## src/rtl/accum_ctrl.sv

```systemverilog
// accum_ctrl: one-hot sequencing controller for the adder/mux accumulate
// datapath. Sequences IDLE -> ACCUM (len cycles) -> DONE -> IDLE, drives the
// accumulator clear/enable, the operand index, and the busy/done status.
module accum_ctrl #(
    parameter int CNT_W = 4
) (
    input  logic             clk,
    input  logic             CLRN,
    input  logic             start,
    input  logic [CNT_W-1:0] len,
    output logic [2:0]       state,
    output logic [2:0]       nxt_state,
    output logic             clr_acc,
    output logic             acc_en,
    output logic [CNT_W-1:0] idx,
    output logic             busy,
    output logic             done
);

    // One-hot encodings; anything else is treated as illegal.
    typedef enum logic [2:0] {
        S_IDLE  = 3'b001,
        S_ACCUM = 3'b010,
        S_DONE  = 3'b100
    } state_e;

    // The state register is a plain vector so an illegal value can be held
    // and decoded; the enum supplies the legal encodings.
    logic [2:0]       state_q, state_d;
    logic [CNT_W-1:0] idx_q, idx_d;
    logic [CNT_W-1:0] len_q, len_d;

    logic is_idle, is_accum, is_done;
    logic last_iter;

    // Exact-encoding decodes: illegal states assert none of these.
    always_comb begin
        is_idle  = (state_q == S_IDLE);
        is_accum = (state_q == S_ACCUM);
        is_done  = (state_q == S_DONE);
        // len_q is never zero while in ACCUM, so len_q-1 does not wrap there.
        last_iter = (idx_q == (len_q - CNT_W'(1)));
    end

    // Next-state, counter and length-capture logic.
    always_comb begin
        state_d = S_IDLE;
        idx_d   = '0;
        len_d   = len_q;
        case (state_q)
            S_IDLE: begin
                idx_d = '0;
                if (start) begin
                    len_d   = len;
                    state_d = (len != '0) ? S_ACCUM : S_DONE;
                end else begin
                    state_d = S_IDLE;
                end
            end
            S_ACCUM: begin
                if (last_iter) begin
                    state_d = S_DONE;
                    idx_d   = idx_q;
                end else begin
                    state_d = S_ACCUM;
                    idx_d   = idx_q + CNT_W'(1);
                end
            end
            S_DONE: begin
                state_d = S_IDLE;
                idx_d   = '0;
            end
            default: begin
                // Illegal encoding: recover to IDLE on the next edge.
                state_d = S_IDLE;
                idx_d   = '0;
            end
        endcase
    end

    // State, index and captured length registers; async clear to IDLE.
    always_ff @(posedge clk or negedge CLRN) begin
        if (!CLRN) begin
            state_q <= S_IDLE;
            idx_q   <= '0;
            len_q   <= '0;
        end else begin
            state_q <= state_d;
            idx_q   <= idx_d;
            len_q   <= len_d;
        end
    end

    // Output drive: clr_acc is Mealy on start, the rest are Moore decodes.
    always_comb begin
        state     = state_q;
        nxt_state = state_d;
        clr_acc   = is_idle & start;
        acc_en    = is_accum;
        busy      = is_accum | is_done;
        done      = is_done;
        idx       = idx_q;
    end

endmodule

```

## config.mk

```make
export PLATFORM = sky130hd
export DESIGN_NAME = accum_ctrl
export DESIGN_NICKNAME = d
export VERILOG_FILES = /design/src/rtl/accum_ctrl.sv
export SDC_FILE = /design/constraint.sdc
export NUM_CORES = 1
export LEC_CHECK = 0
export ABC_AREA = 1
export CORE_MARGIN = 2
export CORE_UTILIZATION = 40
export CTS_CLUSTER_DIAMETER = 200
export DETAILED_ROUTE_END_ITERATION = 7
export PLACE_DENSITY = 0.69
export SLEW_MARGIN = 10
export SYNTH_ARGS = -nofsm -noshare
export SYNTH_HDL_FRONTEND = slang
export SYNTH_SLANG_ARGS = --single-unit
```

## constraint.sdc

```tcl
create_clock -name clk -period 1.3 [get_ports clk]
set_input_delay 0.195 -clock clk [delete_from_list [all_inputs] [get_ports clk]]
set_output_delay 0.195 -clock clk [all_outputs]
set_load 0.05 [all_outputs]
```

==> metrics.md <==
| Metric | Value |
|---|---|
| Max clock buf depth | `2` |
| IO Pins | `21` |
| Yosys cell types | `19` |
| Leakage | `0.6867 nW` |
| Starting DRT DRC Count | `30` |
| N_diodes | `0` |
| Share of the synthesized area in the top cell type | `between 30% and 40%` |
| Drt wl/cell | `19.82 microns` |
| Crit path kind | `reg -> out` |
| Cells after synthesis | `90` |
| HP Class | `in -> async` |
| Worst skew pair latency | `0.29 ns` |
| DRC Markers | `0` |
| Row count | `14` |
| Post-DP HPWL | `1.407 mm` |
| Root Buffer | `clkbuf_4` |
| Unrepaired setup endpoints after global routing | `yes` |
| Yosys warning count | `0` |
| Core Footprint | `between 1500 and 2000 sq um` |
| Fmax | `0.4921 GHz` |
| Crit path DAT | `~1.8 ns` |
| Total CTS buffers | `3` |
| Met1 WL | `1.171 mm` |
| Ranking of synthesized cells by area | `dfrtp_1 37%, nand2_1 18%, inv_1 5.0%, dfstp_2 3.9%, nor2_1 3.9%` |
| Min Tclk post-route | `2.032 ns` |
| Setup slack, reg-to-reg | `-0.62 ns` |
| Syn Area/Cell | `7.493 sq um` |
| DR vias/cell | `5.519` |
| PwrDens | `2472 nW/um^2` |
| Final WL | `3.211 mm` |
| Total clock sinks | `11` |
| Slew margin rel. | `slightly below 90%` |
| WL met2 | `1.668 mm` |
| First-pass GRT wire length | `around 3.9 mm` |
| Cell area after synthesis | `slightly below 700 sq um` |
| Critical path endpoint category | `primary output` |
| Max Cap Viol | `0` |
| DR top layer | `met4` |
| I/O Buffers | `20` |
| Final worst-path cycle share | `156.3%` |
| Die Ht | `45.06 microns` |
| Via count | `around 900` |
| Worst-margin pin slew | `0.1709 ns` |
| Setup WS post-layout | `-0.7319 ns` |
| Gr usage total | `between 20% and 30%` |
| Vias in the first global route | `813` |
| Syn nets | `99` |
| Number of H-tree levels | `1` |
| Final core utilization | `a little over 90%` |
| Hold-fix buffers, CTS | `0` |
| Status | `finished, violations left` |
| # setup viols final | `18` |
| CTS clk-pin slew, worst paths | `roughly 0.08 ns` |
| #FFs+latches synth | `11` |
| Slew Viols, Final | `0` |
| Initial Utilization | `43.75%` |
| Critical Path RT | `1.11 ns` |
| Die width | `45.06 microns` |
| # nets final | `156` |
| Post-route ant nets | `0` |
| Final Hold Violating Endpoints | `0` |
| Synthesis-to-finish area growth | `113.9%` |
| Total power | `0.003566 W` |
| Die area | `2030 sq um` |
| GPL Wtd Cong | `0.8460` |
| Failing checks | `negative setup slack` |
| CTS tree | `built` |
| Initial antenna violation count | `0` |
| Gr ovfl total | `0` |
| VDD IR max | `0.002351 V` |
| Largest net degree at the start of global routing | `12` |
| Worst Setup Start Kind | `flop` |
| Fraction of layout cells with a size suffix above 1 | `54.11%` |
| Sequential area share after synthesis | `41.00%` |
| Met3 wire length | `a little under 200 microns` |
| Critical Path Fanout Max | `3` |
| Clock skew | `0.001384 ns` |
| Drt pass-1 iters | `4` |
| Yosys top cell by area | `dfrtp_1` |
[stage by stage]
step / worst slack, ns / TNS, ns / area, sq um / hold WS (ns) / instances
CTS: -0.6087 / -4.466 / 1365 / 0.2038 / 156
floorplan: -0.5603 / -6.097 / 724.4 / -0.1006 / 90
global route: -0.8499 / -7.923 / 1443 / 0.2031 / 162
detailed placement: -0.3727 / -2.913 / 1197 / 0.5071 / 146
global placement: -0.3062 / -2.100 / 1197 / 0.5087 / 146
finish: -0.7319 / -6.726 / 1443 / 0.1925 / 162
[cell type report]
type	instances	area [sq um]
clock buffer	4	26.28
fill	52	98.84
inverter	15	66.31
multi-input combinational	63	426.7
sequential	11	282.8
tap	16	20.02
timing repair buffer	53	620.6
[final timing paths]
| path | startpoint | endpoint | depth (start not counted) |
|---|---|---|---|
| max in group asynchronous | CLRN | state[0] | 2 |
| setup / recovery | len_q[0] | nxt_state[2] | 11 |
| setup reg to reg | len_q[0] | idx[3] | 14 |
| min in group clk | len[0] | len_q[0] | 3 |
| hold / removal | CLRN | idx[1] | 2 |
| hold reg to reg | len_q[3] | len_q[3] | 2 |
[state kept, by name (all words and copies together), names as in the netlist]
signal,cells
idx,4
len_q,4
state,3
[what timing repair did]
| action | CTS | global route |
|---|---|---|
| pin swaps | 7 | 6 |
| buffers inserted | 6 | 8 |
| gates resized for setup | 20 | 11 |
| setup endpoints to repair | 18 | 18 |
[layer usage]
layer	global-route usage, %	vias up
met2	49.14	50
met1	31.22	437
met5	0	-
met4	14.12	0
li1	-	391
met3	6.400	16
[worst max-delay path: stages, from the launching register on]
cell and delay [ns]:
dfrtp_1 0.41, inv_2 0.11, ha_4 0.15, inv_1 0.04, nand2_1 0.11, nand2_1 0.09, nand2_1 0.06, nand2_1 0.08
nor2_4 0.15, nand3_4 0.11, o21ai_4 0.09, buf_12 0.16
[cells in the mapped netlist]
master,n
ha_1,2
clkinv_1,1
nor3_4,1
nor2_4,1
nand2_1,32
dfstp_2,1
xor2_1,2
buf_4,1
inv_2,5
nand2_4,1
nor3_1,1
nand3_4,1
nand4_1,4
dfrtp_1,10
o21ai_1,5
inv_1,9
xnor2_1,1
nor2_1,7
nand3_1,5
[cells in the final DEF, fill, tap and decap left out, drive strengths merged]
cell type / synthesis / final
buf: 1 / 47
clkbuf: 0 / 4
clkdlybuf4s50: 0 / 6
clkinv: 1 / 1
dfrtp: 10 / 10
dfstp: 1 / 1
ha: 2 / 2
inv: 14 / 14
nand2: 33 / 33
nand3: 6 / 6
nand4: 4 / 4
nor2: 8 / 8
nor3: 2 / 2
o21ai: 5 / 5
xnor2: 1 / 1
xor2: 2 / 2
[kinds of logic (layout without fill, tap and decap cells)]
kind of cell    after synthesis  count (layout)  share of synthesized area (%)
compound gates                5               5                          3.710
flops                        11              11                          41.00
simple gates                 53              53                          38.22
xor+xnor                      3               3                          3.897
buf+inv                      16              72                          9.462
fa+ha+maj                     2               2                          3.710
[report_power, final]
part | total (W) | switching [W] | internal [W] | leakage, nW
clock network | 0.000262 | 0.000142 | 0.000120 | 0.0150
registers | 0.000591 | 0.000116 | 0.000474 | 0.139
logic | 0.00271 | 0.00147 | 0.00125 | 0.533
Note: power is estimated with default switching activity, not from simulation.
